`config.mk`:
```
export PLATFORM = sky130hd
export DESIGN_NAME = dac_source_scheduler_flat
export DESIGN_NICKNAME = d
export VERILOG_FILES = /design/src/rtl/dac_source_scheduler_if.sv /design/src/rtl/dac_source_scheduler.sv /design/src/flat_wrapper.sv
export SDC_FILE = /design/constraint.sdc
export NUM_CORES = 1
export LEC_CHECK = 0
export ABC_AREA = 1
export ABC_CLOCK_PERIOD_IN_PS = 2200
export BUFFER_PORTS_ARGS = -buffer_cell sky130_fd_sc_hd__buf_2
export CAP_MARGIN = 20
export CORE_MARGIN = 3
export CORE_UTILIZATION = 52
export CTS_CLUSTER_DIAMETER = 120
export DETAILED_ROUTE_END_ITERATION = 7
export PLACE_DENSITY = 0.81
export SLEW_MARGIN = 10
export SYNTH_ARGS = -nofsm -noshare
export SYNTH_HDL_FRONTEND = slang
export SYNTH_SLANG_ARGS = --single-unit
```
`constraint.sdc`:
```
create_clock -name sys_clk -period 2.2 [get_ports sys_clk]
set_input_delay 0.11 -clock sys_clk [delete_from_list [all_inputs] [get_ports sys_clk]]
set_output_delay 0.11 -clock sys_clk [all_outputs]
set_load 0.02 [all_outputs]
```
`src/rtl/dac_source_scheduler_if.sv`:
```
// Signal bundle between the DAC source scheduler and its surroundings:
// timing enables, mode controls, the four 18-bit sources and the DAC-side status.
interface dac_source_scheduler_if;
    logic               sam_clk_ena;
    logic               sym_clk_ena;
    logic               lfsr_cycle;
    logic [1:0]         mode;
    logic [1:0]         manual_sel;
    logic               hold;
    logic signed [17:0] src0;
    logic signed [17:0] src1;
    logic signed [17:0] src2;
    logic signed [17:0] src3;
    logic [13:0]        dac_word;
    logic [1:0]         cur_sel;
    logic               blanking;
    logic               switch_pulse;
    logic [7:0]         sw_count;

    modport master (
        output sam_clk_ena, sym_clk_ena, lfsr_cycle, mode, manual_sel, hold,
        output src0, src1, src2, src3,
        input  dac_word, cur_sel, blanking, switch_pulse, sw_count
    );

    modport slave (
        input  sam_clk_ena, sym_clk_ena, lfsr_cycle, mode, manual_sel, hold,
        input  src0, src1, src2, src3,
        output dac_word, cur_sel, blanking, switch_pulse, sw_count
    );
endinterface

```
`src/rtl/dac_source_scheduler.sv`:
```
// Picks one of four signed 18-bit sources for the board DAC, switching manually,
// on a symbol dwell count or on LFSR cycle marks, with midscale blanking after each switch.
module dac_source_scheduler #(
    parameter int unsigned DWELL_SYMS = 1024,
    parameter int unsigned BLANK_SAMS = 8
) (
    input  logic                   sys_clk,
    input  logic                   reset,
    dac_source_scheduler_if.slave  bus
);
    localparam logic [13:0] MIDSCALE   = 14'h2000;
    localparam logic [15:0] DWELL_LAST = 16'(DWELL_SYMS - 32'd1);
    localparam logic        HAS_BLANK  = (BLANK_SAMS > 32'd0);
    localparam logic [7:0]  BLANK_LOAD = HAS_BLANK ? 8'(BLANK_SAMS - 32'd1) : 8'd0;

    typedef enum logic [1:0] {
        ST_IDLE  = 2'd0,
        ST_RUN   = 2'd1,
        ST_BLANK = 2'd2
    } state_t;

    state_t      r_state;
    logic [1:0]  r_cur_sel;
    logic [13:0] r_dac_word;
    logic        r_blanking;
    logic        r_switch_pulse;
    logic [7:0]  r_sw_count;
    logic [15:0] r_dwell_cnt;
    logic [7:0]  r_blank_cnt;
    logic [1:0]  r_mode_q;

    state_t      w_state_nxt;
    logic [1:0]  w_cur_sel_nxt;
    logic [13:0] w_dac_nxt;
    logic        w_blanking_nxt;
    logic        w_pulse_nxt;
    logic [7:0]  w_sw_count_nxt;
    logic [15:0] w_dwell_nxt;
    logic [7:0]  w_blank_nxt;
    logic        w_trigger;
    logic [1:0]  w_next_sel;
    logic        w_mode_changed;
    logic [17:0] w_src;

    // Offset-binary: drop the 4 LSBs and flip the sign bit.
    function automatic logic [13:0] to_offset_binary(input logic [17:0] s);
        return {~s[17], s[16:4]};
    endfunction

    // Route the currently selected source.
    always_comb begin
        w_src = bus.src3;
        case (r_cur_sel)
            2'd0:    w_src = bus.src0;
            2'd1:    w_src = bus.src1;
            2'd2:    w_src = bus.src2;
            default: w_src = bus.src3;
        endcase
    end

    assign w_mode_changed = (bus.mode != r_mode_q);

    // Next-state and next-output logic for the scheduler FSM.
    always_comb begin
        w_state_nxt    = r_state;
        w_cur_sel_nxt  = r_cur_sel;
        w_dac_nxt      = r_dac_word;
        w_blanking_nxt = r_blanking;
        w_pulse_nxt    = 1'b0;
        w_sw_count_nxt = r_sw_count;
        w_dwell_nxt    = r_dwell_cnt;
        w_blank_nxt    = r_blank_cnt;
        w_trigger      = 1'b0;
        w_next_sel     = r_cur_sel;

        case (r_state)
            ST_IDLE: begin
                w_dac_nxt   = MIDSCALE;
                w_dwell_nxt = 16'd0;
                if (bus.sym_clk_ena) begin
                    w_state_nxt = ST_RUN;
                end else begin
                    w_state_nxt = ST_IDLE;
                end
            end

            ST_RUN: begin
                if (bus.sam_clk_ena) begin
                    w_dac_nxt = to_offset_binary(w_src);
                end else begin
                    w_dac_nxt = r_dac_word;
                end
                if (bus.sym_clk_ena) begin
                    case (bus.mode)
                        2'b01: begin
                            if (bus.hold) begin
                                w_dwell_nxt = r_dwell_cnt;
                            end else if (r_dwell_cnt == DWELL_LAST) begin
                                w_trigger   = 1'b1;
                                w_next_sel  = r_cur_sel + 2'd1;
                                w_dwell_nxt = 16'd0;
                            end else begin
                                w_dwell_nxt = r_dwell_cnt + 16'd1;
                            end
                        end
                        2'b10: begin
                            if (bus.lfsr_cycle && !bus.hold) begin
                                w_trigger  = 1'b1;
                                w_next_sel = r_cur_sel + 2'd1;
                            end else begin
                                w_trigger  = 1'b0;
                            end
                        end
                        default: begin
                            if (bus.manual_sel != r_cur_sel) begin
                                w_trigger  = 1'b1;
                                w_next_sel = bus.manual_sel;
                            end else begin
                                w_trigger  = 1'b0;
                            end
                        end
                    endcase
                end else begin
                    w_trigger = 1'b0;
                end
                // A mode change always restarts the dwell, whatever else happened.
                if (w_mode_changed) begin
                    w_dwell_nxt = 16'd0;
                end else begin
                    w_dwell_nxt = w_dwell_nxt;
                end
                if (w_trigger) begin
                    w_cur_sel_nxt  = w_next_sel;
                    w_pulse_nxt    = 1'b1;
                    w_sw_count_nxt = r_sw_count + 8'd1;
                    w_dac_nxt      = MIDSCALE;
                    if (HAS_BLANK) begin
                        w_blank_nxt    = BLANK_LOAD;
                        w_state_nxt    = ST_BLANK;
                        w_blanking_nxt = 1'b1;
                    end else begin
                        w_state_nxt    = ST_RUN;
                    end
                end else begin
                    w_state_nxt = ST_RUN;
                end
            end

            ST_BLANK: begin
                w_dac_nxt   = MIDSCALE;
                w_dwell_nxt = 16'd0;
                if (bus.sam_clk_ena) begin
                    // The exit enable already carries the new source sample.
                    if (r_blank_cnt == 8'd0) begin
                        w_state_nxt    = ST_RUN;
                        w_blanking_nxt = 1'b0;
                        w_dac_nxt      = to_offset_binary(w_src);
                    end else begin
                        w_blank_nxt = r_blank_cnt - 8'd1;
                    end
                end else begin
                    w_blank_nxt = r_blank_cnt;
                end
            end

            default: begin
                w_state_nxt    = ST_IDLE;
                w_dac_nxt      = MIDSCALE;
                w_blanking_nxt = 1'b0;
                w_dwell_nxt    = 16'd0;
                w_blank_nxt    = 8'd0;
            end
        endcase
    end

    // State register.
    always_ff @(posedge sys_clk) begin
        if (reset) begin
            r_state <= ST_IDLE;
        end else begin
            r_state <= w_state_nxt;
        end
    end

    // Output and counter registers.
    always_ff @(posedge sys_clk) begin
        if (reset) begin
            r_cur_sel      <= 2'd0;
            r_dac_word     <= MIDSCALE;
            r_blanking     <= 1'b0;
            r_switch_pulse <= 1'b0;
            r_sw_count     <= 8'd0;
            r_dwell_cnt    <= 16'd0;
            r_blank_cnt    <= 8'd0;
            r_mode_q       <= 2'd0;
        end else begin
            r_cur_sel      <= w_cur_sel_nxt;
            r_dac_word     <= w_dac_nxt;
            r_blanking     <= w_blanking_nxt;
            r_switch_pulse <= w_pulse_nxt;
            r_sw_count     <= w_sw_count_nxt;
            r_dwell_cnt    <= w_dwell_nxt;
            r_blank_cnt    <= w_blank_nxt;
            r_mode_q       <= bus.mode;
        end
    end

    assign bus.dac_word     = r_dac_word;
    assign bus.cur_sel      = r_cur_sel;
    assign bus.blanking     = r_blanking;
    assign bus.switch_pulse = r_switch_pulse;
    assign bus.sw_count     = r_sw_count;
endmodule

```
`src/flat_wrapper.sv`:
```
// flat-port wrapper written by rule: the top's interface ports become plain ports
module dac_source_scheduler_flat 
#(
    parameter int unsigned DWELL_SYMS = 1024,
    parameter int unsigned BLANK_SAMS = 8
)
  (sys_clk, reset, bus_sam_clk_ena, bus_sym_clk_ena, bus_lfsr_cycle, bus_mode, bus_manual_sel, bus_hold, bus_src0, bus_src1, bus_src2, bus_src3, bus_dac_word, bus_cur_sel, bus_blanking, bus_switch_pulse, bus_sw_count);
  dac_source_scheduler_if bus_i ();
  input  logic sys_clk;
  input  logic reset;
  input wire logic [$bits(bus_i.sam_clk_ena)-1:0] bus_sam_clk_ena;
  input wire logic [$bits(bus_i.sym_clk_ena)-1:0] bus_sym_clk_ena;
  input wire logic [$bits(bus_i.lfsr_cycle)-1:0] bus_lfsr_cycle;
  input wire logic [$bits(bus_i.mode)-1:0] bus_mode;
  input wire logic [$bits(bus_i.manual_sel)-1:0] bus_manual_sel;
  input wire logic [$bits(bus_i.hold)-1:0] bus_hold;
  input wire logic [$bits(bus_i.src0)-1:0] bus_src0;
  input wire logic [$bits(bus_i.src1)-1:0] bus_src1;
  input wire logic [$bits(bus_i.src2)-1:0] bus_src2;
  input wire logic [$bits(bus_i.src3)-1:0] bus_src3;
  output wire logic [$bits(bus_i.dac_word)-1:0] bus_dac_word;
  output wire logic [$bits(bus_i.cur_sel)-1:0] bus_cur_sel;
  output wire logic [$bits(bus_i.blanking)-1:0] bus_blanking;
  output wire logic [$bits(bus_i.switch_pulse)-1:0] bus_switch_pulse;
  output wire logic [$bits(bus_i.sw_count)-1:0] bus_sw_count;
  assign bus_i.sam_clk_ena = bus_sam_clk_ena;
  assign bus_i.sym_clk_ena = bus_sym_clk_ena;
  assign bus_i.lfsr_cycle = bus_lfsr_cycle;
  assign bus_i.mode = bus_mode;
  assign bus_i.manual_sel = bus_manual_sel;
  assign bus_i.hold = bus_hold;
  assign bus_i.src0 = bus_src0;
  assign bus_i.src1 = bus_src1;
  assign bus_i.src2 = bus_src2;
  assign bus_i.src3 = bus_src3;
  assign bus_dac_word = bus_i.dac_word;
  assign bus_cur_sel = bus_i.cur_sel;
  assign bus_blanking = bus_i.blanking;
  assign bus_switch_pulse = bus_i.switch_pulse;
  assign bus_sw_count = bus_i.sw_count;
  dac_source_scheduler #(.DWELL_SYMS(DWELL_SYMS), .BLANK_SAMS(BLANK_SAMS)) u_core (.sys_clk(sys_clk), .reset(reset), .bus(bus_i));
endmodule
```
==> metrics.md <==
| Metric | Value |
|---|---|
| RSZ-0062 raised after global routing | `no` |
| Synth Instances | `between 400 and 500` |
| Iteration-0 DRC Markers | `roughly 200` |
| Chip height | `between 80 and 90 um` |
| Fin. max-slew vios | `0` |
| Fin nets | `about 670` |
| Final setup fails | `0` |
| Vias in the first global route | `roughly 3.2k` |
| CP startpoint kind | `flop` |
| H-tree depth | `2` |
| Status | `completed` |
| Max Cap Violations | `0` |
| Type of the most critical hold path | `input port to flop` |
| Worst-Margin Slew | `roughly 540 ps` |
| Vias per inst | `between 5 and 6` |
| Tmin final | `1911 ps` |
| Fmax | `roughly 520 MHz` |
| Fillers | `between 500 and 600` |
| CTS buffer count | `5` |
| Clock Sinks | `54` |
| Yosys cell types | `40` |
| Hpwl dp | `6427 um` |
| Setup_tns | `0 ps` |
| Final ANT Viol Nets | `0` |
| Clk Latency, worst-skew pair | `310 ps` |
| Hold Vio Cnt, Final | `0` |
| Clk_skew | `approximately 7.7 ps` |
| Crit Path Category | `flop to flop` |
| Largest net degree at the start of global routing | `28` |
| Area of the multi-input gates | `0.002066 sq mm` |
| Wire per inst | `between 10 and 15 um` |
| Seq cells post-synth | `between 50 and 60` |
| VDD IR-drop max | `a little under 0.4 mV` |
| First-pass GRT wire length | `~14000 um` |
| CTS Hold Bufs | `0` |
| Vias | `~3.5k` |
| CP arrival | `approximately 2100 ps` |
| Post-synthesis sequential area ratio | `31.41%` |
| Initial Utilization | `a little over half` |
| Total power | `between 2000 and 2500 uW` |
| Root Buffer | `clkbuf_8` |
| Relative slew margins | `63.64%` |
| Total setup buffers inserted after CTS | `0` |
| WP data required | `~2400 ps` |
| Register area | `roughly 0.0011 sq mm` |
| Total GRT Usage | `about 22%` |
| Mean area per synthesized cell | `approximately 7.1 sq um` |
| Die ar. | `roughly 0.0076 sq mm` |
| CTS Buffer Depth | `2` |
| Worst Setup End Kind | `flop` |
| # resized after CTS | `0` |
| Layout area overhead | `19.23%` |
| Ant diodes | `0` |
| Cell Rows | `29` |
| IO Pins | `108` |
| Initial antenna violation count | `0` |
| Congestion Overflow GR | `0` |
| Pwr/cell area | `between 500 and 600 mW/mm^2` |
| Die span in x | `between 80 and 90 um` |
| CTS clock-pin slew for the worst setup and hold paths | `roughly 100 ps` |
| Syn_nets | `580` |
| Detailed Routing Iterations Pass 1 | `4` |
| Worst-path maximum fanout | `13` |
| PortBufs | `91` |
| DRC Markers | `0` |
| Fraction of layout cells with a size suffix above 1 | `roughly 29%` |
| Core ar. | `between 0.006 and 0.007 sq mm` |
| Pleak | `between 0.0015 and 0.002 uW` |
| CTS tree | `done` |
| Final wirelength | `around 8300 um` |
| Routability cong. | `approximately 0.82` |
| Tcrit/Tclk final | `between 80% and 90%` |
| Fin Hold WS | `between 70 and 80 ps` |
| Syn. warnings | `0` |
| Post-synthesis cell area | `0.003442 sq mm` |
-- registers in the layout (all words and copies together), names as in the netlist --
register,flops
u_core.r_dwell_cnt,16
u_core.bus.cur_sel,2
u_core.bus.sw_count,8
u_core.bus.dac_word,14
u_core.r_blank_cnt,8
u_core.r_state,2
u_core.r_mode_q,2
u_core.bus.blanking,1
u_core.bus.switch_pulse,1
-- worst paths after layout --
path,startpoint,slack [ps],depth (start not counted),endpoint
max,u_core.r_dwell_cnt[0],290,10,u_core.bus.dac_word[1]
min reg2reg,u_core.bus.blanking,470,2,u_core.bus.blanking
min,bus_mode[1],80,3,u_core.r_mode_q[1]
max reg2reg,u_core.r_dwell_cnt[0],290,10,u_core.bus.dac_word[1]
-- kinds of logic (layout without fill, tap and decap cells) --
| family | count (synthesis) | count (layout) | share of synthesized area (%) |
|---|---|---|---|
| compound gates | 88 | 88 | 15.89 |
| xor+xnor | 12 | 12 | 3.053 |
| flops | 54 | 54 | 31.41 |
| buf+inv | 69 | 161 | 8.578 |
| simple gates | 248 | 248 | 36.02 |
| mux | 1 | 1 | 0.3271 |
| fa+ha+maj | 13 | 13 | 4.726 |
-- per-layer routing --
| layer | routed length (um) | share of wire, % | up-vias | global-route usage, % |
|---|---|---|---|---|
| li1 | - | - | 1782 | - |
| met1 | 3544 | 43 | 1609 | 28.07 |
| met2 | 4239 | 51 | 87 | 39.04 |
| met3 | 432 | 5.2 | 10 | 4.257 |
| met4 | 108 | 1.3 | 0 | 5.997 |
| met5 | 0 | 0 | - | 0 |
-- worst max-delay path, stage by stage, from the launching register on --
cell and delay, ps:
dfxtp_1 390, ha_1 280, nand3_2 120, nor2_4 130
nand3_2 90, nand2_4 90, nand2_4 70, nand2_4 150
nand2_2 250, nand3_1 150, a21oi_1 70
-- cell usage after synthesis (all sizes together) --
library cell | number | area (sq um)
nor2 | 61 | 264.0
xnor2 | 5 | 43.79
o21ai | 14 | 73.82
mux2 | 1 | 11.26
o31ai | 1 | 7.510
buf | 7 | 61.30
and3 | 1 | 6.260
a311oi | 13 | 113.9
xor2 | 7 | 61.31
dfxtp | 54 | 1081
nor3 | 6 | 41.29
nand2 | 129 | 524.3
o21a | 2 | 15.01
nor4 | 1 | 21.27
clkbuf | 9 | 33.78
nand3 | 36 | 295.3
a31o | 2 | 17.52
a21oi | 54 | 304.1
ha | 13 | 162.7
a211oi | 2 | 15.01
nand4 | 13 | 81.33
or2 | 1 | 6.260
clkinv | 2 | 8.750
inv | 51 | 191.4
-- power by group --
part	internal [uW]	total, uW	switching (uW)
registers	1000	1020	19.2
logic	176	477	301
clock network	456	787	331
total	1640	2290	651
-- through the flow --
stage	cell area (sq um)	cells	utilization, %	setup WS (ps)
final	4104	654	64.26	289.1
after global placement	3966	646	62.11	364.3
after global routing	4104	654	64.26	102.8
after floorplan	3442	485	-	505.4
after detailed placement	3966	646	62.11	295.4
after CTS	4104	654	64.26	279.1
-- cell type report --
type,instances,share of cell area (%)
clock buffer,5,1.677
clock inverter,3,1.677
inverter,53,4.878
multi-input combinational,362,50.34
sequential,54,26.34
tap,77,2.348
timing repair buffer,100,12.74
-- cells in the final DEF (no fill, tap or decap), types with 4 or more instances in the layout --
master and n:
nand2_1 121, buf_2 91, dfxtp_1 54, nor2_1 53, a21oi_1 45, inv_1 42
nand3_1 19, nand3_2 13, nand4_1 13, a311oi_1 13, ha_1 13, o21ai_0 10
inv_2 9, a21oi_2 9, buf_4 9, xor2_1 7, nor2_2 5, xnor2_1 5
nor3_1 5, clkbuf_8 5, nand2_4 4, nand2_2 4, nand3_4 4
Power figures use the tool's default switching activity.
